<file path="src/rtl/rtclock_mc.sv">
// rtclock_mc: 48-bit seconds / 30-bit nanoseconds real-time clock with pps, per-channel timestamp capture
// and an AXI4-Lite register slave. Define RTCLOCK_MC_TRIM_EN to make the per-cycle increment (INC) writable.
module rtclock_mc #(
    parameter int unsigned                   C_S_AXI_DATA_WIDTH = 32,
    parameter int unsigned                   C_S_AXI_ADDR_WIDTH = 32,
    parameter logic [C_S_AXI_ADDR_WIDTH-1:0] C_BASEADDR         = '0,
    parameter int unsigned                   C_CLK_TO_NS_RATIO  = 8,
    parameter int unsigned                   C_NUM_CAP          = 4
) (
    input  logic                              clk,
    input  logic                              resetn,
    input  logic [C_NUM_CAP-1:0]              cap_in,
    output logic [47:0]                       sec,
    output logic [29:0]                       nsec,
    output logic                              pps,
    output logic                              cap_irq,
    input  logic [C_S_AXI_ADDR_WIDTH-1:0]     S_AXI_AWADDR,
    input  logic                              S_AXI_AWVALID,
    output logic                              S_AXI_AWREADY,
    input  logic [C_S_AXI_DATA_WIDTH-1:0]     S_AXI_WDATA,
    input  logic [C_S_AXI_DATA_WIDTH/8-1:0]   S_AXI_WSTRB,
    input  logic                              S_AXI_WVALID,
    output logic                              S_AXI_WREADY,
    output logic [1:0]                        S_AXI_BRESP,
    output logic                              S_AXI_BVALID,
    input  logic                              S_AXI_BREADY,
    input  logic [C_S_AXI_ADDR_WIDTH-1:0]     S_AXI_ARADDR,
    input  logic                              S_AXI_ARVALID,
    output logic                              S_AXI_ARREADY,
    output logic [C_S_AXI_DATA_WIDTH-1:0]     S_AXI_RDATA,
    output logic [1:0]                        S_AXI_RRESP,
    output logic                              S_AXI_RVALID,
    input  logic                              S_AXI_RREADY
);

    localparam int unsigned AW       = C_S_AXI_ADDR_WIDTH;
    localparam int unsigned OFF_FLIP = 0;
    localparam int unsigned OFF_CTRL = 4;
    localparam int unsigned OFF_SSLO = 8;
    localparam int unsigned OFF_SSHI = 12;
    localparam int unsigned OFF_SNS  = 16;
    localparam int unsigned OFF_STAT = 20;
    localparam int unsigned OFF_INC  = 24;
    localparam int unsigned OFF_NOW  = 28;
    localparam int unsigned OFF_CAP  = 64;
    localparam logic [30:0] NS_PER_SEC = 31'd1_000_000_000;
    localparam logic [29:0] NS_MAX     = 30'd999_999_999;

    logic           aw_ready, wr_hs, rd_hs, wr_ok, rd_ok, wr_stat;
    logic [AW-1:0]  wr_off, rd_off;
    logic [31:0]    wmask, wd_m, rd_data;
    logic [31:0]    flip, set_sec_lo;
    logic [15:0]    set_sec_hi;
    logic [29:0]    set_nsec, set_nsec_cl;
    logic [47:0]    set_sec;
    logic           en, load_pend, roll;
    logic [7:0]     inc;
    logic [30:0]    nsum;
    logic [C_NUM_CAP-1:0] s1, s2, s3, cap_edge, valid, ovf, valid_n, ovf_n, clr_v, clr_o;
    logic [47:0]    cap_sec  [C_NUM_CAP];
    logic [29:0]    cap_nsec [C_NUM_CAP];

    assign S_AXI_AWREADY = aw_ready;
    assign S_AXI_WREADY  = aw_ready;
    assign wr_hs   = aw_ready & S_AXI_AWVALID & S_AXI_WVALID;
    assign rd_hs   = S_AXI_ARREADY & S_AXI_ARVALID;
    assign wr_off  = (S_AXI_AWADDR - C_BASEADDR) & ~AW'(3);
    assign rd_off  = (S_AXI_ARADDR - C_BASEADDR) & ~AW'(3);
    assign wmask   = {{8{S_AXI_WSTRB[3]}}, {8{S_AXI_WSTRB[2]}}, {8{S_AXI_WSTRB[1]}}, {8{S_AXI_WSTRB[0]}}};
    assign wd_m    = S_AXI_WDATA & wmask;
    assign wr_stat = wr_hs && (wr_off == AW'(OFF_STAT));

    assign set_sec     = {set_sec_hi, set_sec_lo};
    assign set_nsec_cl = (set_nsec > NS_MAX) ? NS_MAX : set_nsec;
    assign nsum        = {1'b0, nsec} + {23'b0, inc};
    assign roll        = (nsum >= NS_PER_SEC);

    // Time counter; a pending load beats increment and rollover
    always_ff @(posedge clk or negedge resetn) begin
        if (!resetn) begin
            sec  <= '0;
            nsec <= '0;
            pps  <= 1'b0;
        end else if (load_pend) begin
            sec  <= set_sec;
            nsec <= set_nsec_cl;
            pps  <= (set_sec != sec);
        end else if (en && roll) begin
            sec  <= sec + 48'd1;
            nsec <= 30'(nsum - NS_PER_SEC);
            pps  <= 1'b1;
        end else begin
            if (en) nsec <= nsum[29:0];
            pps <= 1'b0;
        end
    end

`ifdef RTCLOCK_MC_TRIM_EN
    // Runtime increment trim; a zero write is ignored
    always_ff @(posedge clk or negedge resetn) begin
        if (!resetn)
            inc <= 8'(C_CLK_TO_NS_RATIO);
        else if (wr_hs && (wr_off == AW'(OFF_INC)) && (wd_m[7:0] != 8'd0))
            inc <= wd_m[7:0];
    end
`else
    assign inc = 8'(C_CLK_TO_NS_RATIO);
`endif

    // Writable control and set-time registers, byte strobes honoured
    always_ff @(posedge clk or negedge resetn) begin
        if (!resetn) begin
            flip       <= '0;
            en         <= 1'b0;
            load_pend  <= 1'b0;
            set_sec_lo <= '0;
            set_sec_hi <= '0;
            set_nsec   <= '0;
        end else begin
            load_pend <= 1'b0;
            if (wr_hs) begin
                case (wr_off)
                    AW'(OFF_FLIP): flip <= (flip & ~wmask) | wd_m;
                    AW'(OFF_CTRL): begin
                        en        <= (en & ~wmask[0]) | wd_m[0];
                        load_pend <= wd_m[1];
                    end
                    AW'(OFF_SSLO): set_sec_lo <= (set_sec_lo & ~wmask) | wd_m;
                    AW'(OFF_SSHI): set_sec_hi <= (set_sec_hi & ~wmask[15:0]) | wd_m[15:0];
                    AW'(OFF_SNS):  set_nsec   <= (set_nsec & ~wmask[29:0]) | wd_m[29:0];
                    default: ;
                endcase
            end
        end
    end

    // Capture: a new edge sets valid (and overrides a same-cycle clear); a repeat edge only flags overflow
    assign clr_v    = wr_stat ? wd_m[C_NUM_CAP-1:0] : '0;
    assign clr_o    = wr_stat ? wd_m[16 +: C_NUM_CAP] : '0;
    assign cap_edge = s2 & ~s3;
    assign valid_n  = (valid & ~clr_v) | cap_edge;
    assign ovf_n    = (ovf & ~clr_o) | (cap_edge & valid);

    always_ff @(posedge clk or negedge resetn) begin
        if (!resetn) begin
            s1      <= '0;
            s2      <= '0;
            s3      <= '0;
            valid   <= '0;
            ovf     <= '0;
            cap_irq <= 1'b0;
            for (int unsigned i = 0; i < C_NUM_CAP; i++) begin
                cap_sec[i]  <= '0;
                cap_nsec[i] <= '0;
            end
        end else begin
            s1      <= cap_in;
            s2      <= s1;
            s3      <= s2;
            valid   <= valid_n;
            ovf     <= ovf_n;
            cap_irq <= |valid_n;
            for (int unsigned i = 0; i < C_NUM_CAP; i++) begin
                if (cap_edge[i] && !valid[i]) begin
                    cap_sec[i]  <= sec;
                    cap_nsec[i] <= nsec;
                end
            end
        end
    end

    // Write address decode for the response code
    always_comb begin
        wr_ok = (wr_off < AW'(32));
        for (int unsigned i = 0; i < C_NUM_CAP; i++) begin
            if ((wr_off == AW'(OFF_CAP + 16*i)) || (wr_off == AW'(OFF_CAP + 16*i + 4)) ||
                (wr_off == AW'(OFF_CAP + 16*i + 8)))
                wr_ok = 1'b1;
        end
    end

    // Read mux
    always_comb begin
        rd_data = '0;
        rd_ok   = 1'b1;
        case (rd_off)
            AW'(OFF_FLIP): rd_data = ~flip;
            AW'(OFF_CTRL): rd_data = {31'b0, en};
            AW'(OFF_SSLO): rd_data = set_sec_lo;
            AW'(OFF_SSHI): rd_data = {16'b0, set_sec_hi};
            AW'(OFF_SNS):  rd_data = {2'b0, set_nsec};
            AW'(OFF_STAT): begin
                rd_data[C_NUM_CAP-1:0]   = valid;
                rd_data[16 +: C_NUM_CAP] = ovf;
            end
            AW'(OFF_INC):  rd_data = {24'b0, inc};
            AW'(OFF_NOW):  rd_data = {2'b0, nsec};
            default: begin
                rd_ok = 1'b0;
                for (int unsigned i = 0; i < C_NUM_CAP; i++) begin
                    if (rd_off == AW'(OFF_CAP + 16*i)) begin
                        rd_data = cap_sec[i][31:0];
                        rd_ok   = 1'b1;
                    end
                    if (rd_off == AW'(OFF_CAP + 16*i + 4)) begin
                        rd_data = {16'b0, cap_sec[i][47:32]};
                        rd_ok   = 1'b1;
                    end
                    if (rd_off == AW'(OFF_CAP + 16*i + 8)) begin
                        rd_data = {2'b0, cap_nsec[i]};
                        rd_ok   = 1'b1;
                    end
                end
            end
        endcase
    end

    // AXI4-Lite handshakes: one outstanding write and one outstanding read
    always_ff @(posedge clk or negedge resetn) begin
        if (!resetn) begin
            aw_ready      <= 1'b0;
            S_AXI_BVALID  <= 1'b0;
            S_AXI_BRESP   <= 2'b00;
            S_AXI_ARREADY <= 1'b0;
            S_AXI_RVALID  <= 1'b0;
            S_AXI_RRESP   <= 2'b00;
            S_AXI_RDATA   <= '0;
        end else begin
            aw_ready <= S_AXI_AWVALID && S_AXI_WVALID && !S_AXI_BVALID && !aw_ready;
            if (wr_hs) begin
                S_AXI_BVALID <= 1'b1;
                S_AXI_BRESP  <= wr_ok ? 2'b00 : 2'b10;
            end else if (S_AXI_BREADY) begin
                S_AXI_BVALID <= 1'b0;
            end
            S_AXI_ARREADY <= S_AXI_ARVALID && !S_AXI_RVALID && !S_AXI_ARREADY;
            if (rd_hs) begin
                S_AXI_RVALID <= 1'b1;
                S_AXI_RDATA  <= rd_data;
                S_AXI_RRESP  <= rd_ok ? 2'b00 : 2'b10;
            end else if (S_AXI_RREADY) begin
                S_AXI_RVALID <= 1'b0;
            end
        end
    end

endmodule

</file>
<file path="config.mk">
export PLATFORM = sky130hd
export DESIGN_NAME = rtclock_mc
export DESIGN_NICKNAME = d
export VERILOG_FILES = /design/src/rtl/rtclock_mc.sv
export SDC_FILE = /design/constraint.sdc
export NUM_CORES = 1
export LEC_CHECK = 0
export ABC_AREA = 1
export CAP_MARGIN = 30
export CORE_ASPECT_RATIO = 1.2
export CORE_MARGIN = 2
export CORE_UTILIZATION = 50
export DETAILED_ROUTE_END_ITERATION = 8
export MAX_ROUTING_LAYER = met4
export PLACE_DENSITY = 0.75
export REMOVE_ABC_BUFFERS = 1
export SYNTH_ARGS = -nofsm -noshare
export SYNTH_HDL_FRONTEND = slang
export SYNTH_SLANG_ARGS = --single-unit
</file>
<file path="constraint.sdc">
create_clock -name clk -period 6.98 [get_ports clk]
set_clock_uncertainty 0.1 [all_clocks]
set_input_delay 1.047 -clock clk [delete_from_list [all_inputs] [get_ports clk]]
set_output_delay 1.047 -clock clk [all_outputs]
set_load 0.03 [all_outputs]
</file>
==> results.yml, run 1 <==
global_routing:
  grt_max_degree: 187
  grt_overflow: 0
  grt_pass1_vias: 26000
  groute.usage.overall_pct: 37.4
  antenna_found_initial: 2
  grt_first_pass_wirelength_um: 162000
drt:
  post-route-drc-count: 0
  drt_iter0_drc: 3318
  routedWlPerCell_um: 23.5
  met2_wirelength_um: 48400
  wl_met3_um: 10100
  drt-met1-wl_um: 41900
  drt_wl_total_um: 107000
  viasPerCell: 6.05
  dr_total_vias: 27700
  ant_nets: 0
  first_pass_iters: 6
  highest_layer: "met4"
cts:
  worstSkewPairLatency_ns: 0.64
  ctsHoldBuffers: 0
  clkSinkCount: 562
  cts_setup_buffers: 0
  cts-root-to-sink-buffers: 3
  cts_tree: "yes"
  htree_num_levels: 2
  cts_resized: 0
  clockRootBuffer: "clkbuf_16"
  cts_made_buffers: 56
  clk_pin_slew_ns: 0.06
logic_synthesis:
  syn_inst: 3662
  synth_edf_count: 0
  synth.top_cell.area_share_pct: 49.4
  synth_area_leader_cell: "dfrtp_1"
  synth_seq_cells: 562
  synthArstFlopShare_pct: 100
  synthTopCellsByArea: "dfrtp_1, nand2_1, o21ai_0"
  syn_area_um2: 28500
  yosysSeqAreaShare_pct: 49.4
  synth_cell_type_count: 52
  synthFlopType: "dfrtp_1"
  synth_area_per_cell_um2: 7.78
  synth_warnings: 0
power:
  vdd_ir_drop_max_v: 0.000180
  p_per_area_nw_per_um2: 200
  power_leakage_uw: 0.0145
timing:
  slew_violations: 0
  finalSetupViolations: 0
  final_hold_viol_count: 0
  rsz0062_at_grt: "no"
  tns_ns: 0
  worst_slew_pin_slew_ns: 1.16
  fmax_mhz: 208
  final.period_utilization_pct: 69.0
  relSlewSlack_pct: 22.2
  min_period_ns: 4.81
finish:
  fin_area_um2: 33300
  syn_to_final_growth_pct: 16.9
  layout-drive-gt1-share_pct: 6.29
  nets: 3920
critical_path:
  path_cells: "ha_1 > nand2_1 > nor2_4 > nand3_1 > nand2_1 > nand2_1 > nor2_1 > nand2_1 > nor3_1 > nand3_1 > nand3_4 > nand2_4 > nand2_4 > buf_4 > nand2_1 > o21ai_1"
  critPathBufInv: 1
  critPathKind: "reg -> reg"
  cp-end-kind: "flip-flop"
  crit_family: "simple AND/OR/NAND/NOR gates"
  path_max_fanout: 34
  crit_required_ns: 7.44
  path_depth: 16
  arrival_ns: 5.27
  cp-start-kind: "flip-flop"
  cp_slowest_cell: "dfrtp_1"
  reg2reg_depth: 16
  critPathMaxStageDelay_ns: 0.59
  critPathMostFrequentCell: "nand2_1"
placed_design:
  io_buffers: 225
  dpl_cell_area_um2: 31400
  place.detailed.hpwl_um: 77000
  gp_congestion: 1.06
status:
  status: "completed"
job:
  drv_cap: 0
die:
  pin_count: 232
  die_x_um: 222
  dieArea_um2: 58900
  placementRows: 95
  core_area_um2: 56100
  die_h_um: 265
  start_util_pct: 50.8
min_path:
  hp-class: "reg -> reg"
  min_path_cells: 0
-- layer usage --
layer  up-vias  global-route usage, %
met2      1594                   57.2
met1     13300                   48.2
met5         -                      -
li1      12400                      -
met3       369                   5.92
met4         0                   20.4
-- where the power goes --
group | internal (µW) | total (µW) | switching (µW) | leakage (µW)
combinational | 83.3 | 239 | 155 | 0.00584
sequential | 3270 | 3270 | 6.72 | 0.00776
clock | 1800 | 3150 | 1350 | 0.000925
-- layout by cell type, fill, tap and decap left out, types with 59 or more instances in the layout --
cell type	Yosys	layout
nand4_1	83	83
nor2_1	242	235
a21oi_1	59	59
o21ai_0	471	471
clkdlybuf4s50_1	0	224
inv_1	296	296
nand2_1	1105	1104
dfrtp_1	562	561
nand3_1	284	280
-- synth_stat cells (52+ instances only) --
cell type	count
nand4_1	83
inv_1	296
o22ai_1	56
nand2_1	1105
o21ai_0	471
dfrtp_1	562
nand3_1	284
xor2_1	52
nor2_1	242
clkbuf_1	152
a21oi_1	59
-- metrics by stage --
step	util (%)	hold slack (ns)	setup WS, ns	power, µW	cells
after detailed placement	56.0	0.242	2.26	3580	4474
final	59.3	0.253	2.17	6660	4576
after CTS	59.3	0.254	2.35	6670	4573
after global placement	55.8	0.232	1.97	3570	4469
after global routing	59.3	0.260	2.09	6810	4575
after floorplan	-	0.231	-2.14	3390	3477
-- path summary, 6_finish.rpt --
path | startpoint | end | slack [ns]
max in group asynchronous | resetn | cap_sec[165] | 4.91
min | s1[3] | s2[3] | 0.25
min in group asynchronous | resetn | cap_irq | 0.28
max reg2reg | nsec[4] | sec[2] | 2.17
min reg2reg | s1[3] | s2[3] | 0.25
max | nsec[4] | sec[2] | 2.17
-- cell families after synthesis --
kind of cell,count (synthesis),synth area share [%]
AND/OR/NAND/NOR,1822,27.0
flip-flops,562,49.4
XOR/XNOR,63,1.96
AO/OA/AOI/OAI,716,14.7
other,1,0.0132
buffers and inverters,495,6.83
adder cells (fa/ha/maj),3,0.132
-- final cells by class --
cell class	count	area, µm²
fillers	5147	22800
repair buffers	271	2680
clock buffers	75	1570
multi-input cells	2606	12600
diodes	2	5.00
clock inverters	24	302
inverters	309	1160
flip-flops and latches	562	14100
well taps	727	910
Note: power is estimated with default switching activity, not from simulation.
==> run 2: changes to the inputs <==
==> constraint.sdc (replaced) <==
create_clock -name clk -period 4.6 [get_ports clk]
set_clock_uncertainty 0.1 [all_clocks]
set_input_delay 0.69 -clock clk [delete_from_list [all_inputs] [get_ports clk]]
set_output_delay 0.69 -clock clk [all_outputs]
set_load 0.03 [all_outputs]
==> results.yml, run 2 (synthesis gave the netlist of run 1 again) <==
timing:
  slew_violations: 0
  fin_ws_ns: 0.526
  min_period_ns: 4.07
  fmax_mhz: 245
  final_hold_viol_count: 17
  tns_ns: 0
  worst_slew_pin_slew_ns: 1.03
  rsz0062_at_grt: "no"
  finalHoldWorstSlack_ns: -0.0330
  finalSetupViolations: 0
  final.period_utilization_pct: 88.6
  relSlewSlack_pct: 30.9
cts:
  cts_tree: "yes"
  cts_made_buffers: 58
  cts_resized: 0
  cts_setup_buffers: 0
  cts-root-to-sink-buffers: 3
  worstSkewPairLatency_ns: 0.63
  clkSinkCount: 562
  ctsHoldBuffers: 0
  htree_num_levels: 2
  clockRootBuffer: "clkbuf_16"
  clk_pin_slew_ns: 0.06
drt:
  ant_nets: 0
  drt_wl_total_um: 107000
  dr_total_vias: 27500
  post-route-drc-count: 0
  drt_iter0_drc: 3535
  viasPerCell: 5.96
  first_pass_iters: 6
  routedWlPerCell_um: 23.2
critical_path:
  critPathBufInv: 1
  cp-start-kind: "flip-flop"
  cp_slowest_cell: "dfrtp_1"
  r2r_start: "nsec[3]"
  crit_family: "simple AND/OR/NAND/NOR gates"
  crit_required_ns: 5.00
  reg2reg_depth: 14
  critPathMaxStageDelay_ns: 0.57
  path_cells: "ha_1 > nand3_1 > nor2_2 > nand4_1 > nand2_1 > nor2_1 > nor2_1 > o21ai_1 > a21oi_2 > nand3_4 > nand2_1 > clkinv_1 > nand3_1 > o211ai_2"
  arrival_ns: 4.47
  critPathKind: "reg -> reg"
  cp-end-kind: "flip-flop"
  regToRegEndpoint: "sec[26]"
  path_max_fanout: 10
  crit_path_end: "sec[26]"
  r2r_slack_ns: 0.53
  path_depth: 14
  startpoint: "nsec[3]"
finish:
  final_common_cell: "nand2_1"
  syn_to_final_growth_pct: 18.5
  nets: 3952
  layout-drive-gt1-share_pct: 7.08
  fin_area_um2: 33700
  layout_common_cells: "nand2_1, dfrtp_1, o21ai_0"
die:
  pin_count: 232
  core_area_um2: 56100
  dieArea_um2: 58900
  die_h_um: 265
  die_x_um: 222
  start_util_pct: 50.8
  placementRows: 95
power:
  power_leakage_uw: 0.0147
  vdd_ir_drop_max_v: 0.000279
  p_per_area_nw_per_um2: 312
global_routing:
  grt_pass1_vias: 26000
  grt_first_pass_wirelength_um: 162000
  grt_max_degree: 102
  antenna_found_initial: 1
  groute.usage.overall_pct: 37.4
  grt_overflow: 0
min_path:
  hp-class: "in -> async"
status:
  violations: "hold timing"
  status: "finished with violations"
placed_design:
  io_buffers: 225
  place.detailed.hpwl_um: 77600
  detailedPlace.worstSlack_ns: 0.465
  dpl_cell_area_um2: 31700
  gp_congestion: 1.03
job:
  drv_cap: 0
## run 2: changes by cell type in the layout (fill, tap and decap cells not counted), sizes merged
cell and change:
buf +31, bufinv +5, clkbuf +1, clkinv -1, clkinvlp -1, diode +1
inv +1
## run 2: power by group
part / switching [µW] / total, µW / internal, µW / leakage [µW]
clock: 2080 / 5200 / 3120 / 0.00103
combinational: 235 / 362 / 128 / 0.00595
sequential: 9.57 / 4970 / 4960 / 0.00776
total: 2320 / 10500 / 8210 / 0.0147
## run 2: per-layer routing
metal	GRT usage, %	vias up	wire [µm]
li1	-	12500	-
met4	20.0	0	6600
met3	6.44	353	10300
met2	56.5	1603	47700
met1	48.6	13100	42400
met5	-	-	0
## run 2: how the worst min path moves through the flow
stage / startpoint / to / slack, ns / cells after the start
finish: resetn / s1[2] / -0.03 / 1
global route: resetn / s1[2] / 0.03 / 1
CTS: resetn / s1[2] / 0.004 / 1
detailed placement: s1[1] / s2[1] / 0.24 / 0
global placement: s1[0] / s2[0] / 0.23 / 0
floorplan: s1[0] / s2[0] / 0.23 / 0
## run 2: metrics by stage
stage	cells	hold WS [ns]	power (µW)	utilization, %
final	4613	-0.0330	10500	60.1
after global routing	4611	0.0270	10800	60.1
after CTS	4610	0.00442	10500	60.1
after detailed placement	4505	0.236	5430	56.4
after global placement	4505	0.233	5420	56.4
after floorplan	3477	0.231	5140	-
## run 2: layout make-up
| type | count | area [µm²] |
|---|---|---|
| Antenna cell | 3 | 7.51 |
| Sequential cell | 562 | 14100 |
| Multi-Input combinational cell | 2606 | 12600 |
| Inverter | 309 | 1160 |
| Fill cell | 5082 | 22400 |
| Timing Repair Buffer | 301 | 2950 |
| Clock inverter | 28 | 440 |
| Tap cell | 727 | 910 |
| Clock buffer | 77 | 1640 |
## run 2: worst register-to-register path: cells and delay by family, from the launching register on
kind | cells | cell delay [ns]
adders and majority gates | 1 | 0.48
AOI/OAI and AO/OA | 3 | 0.51
and+or+nand+nor | 9 | 1.84
DFF | 1 | 0.57
buffers and inverters | 1 | 0.42
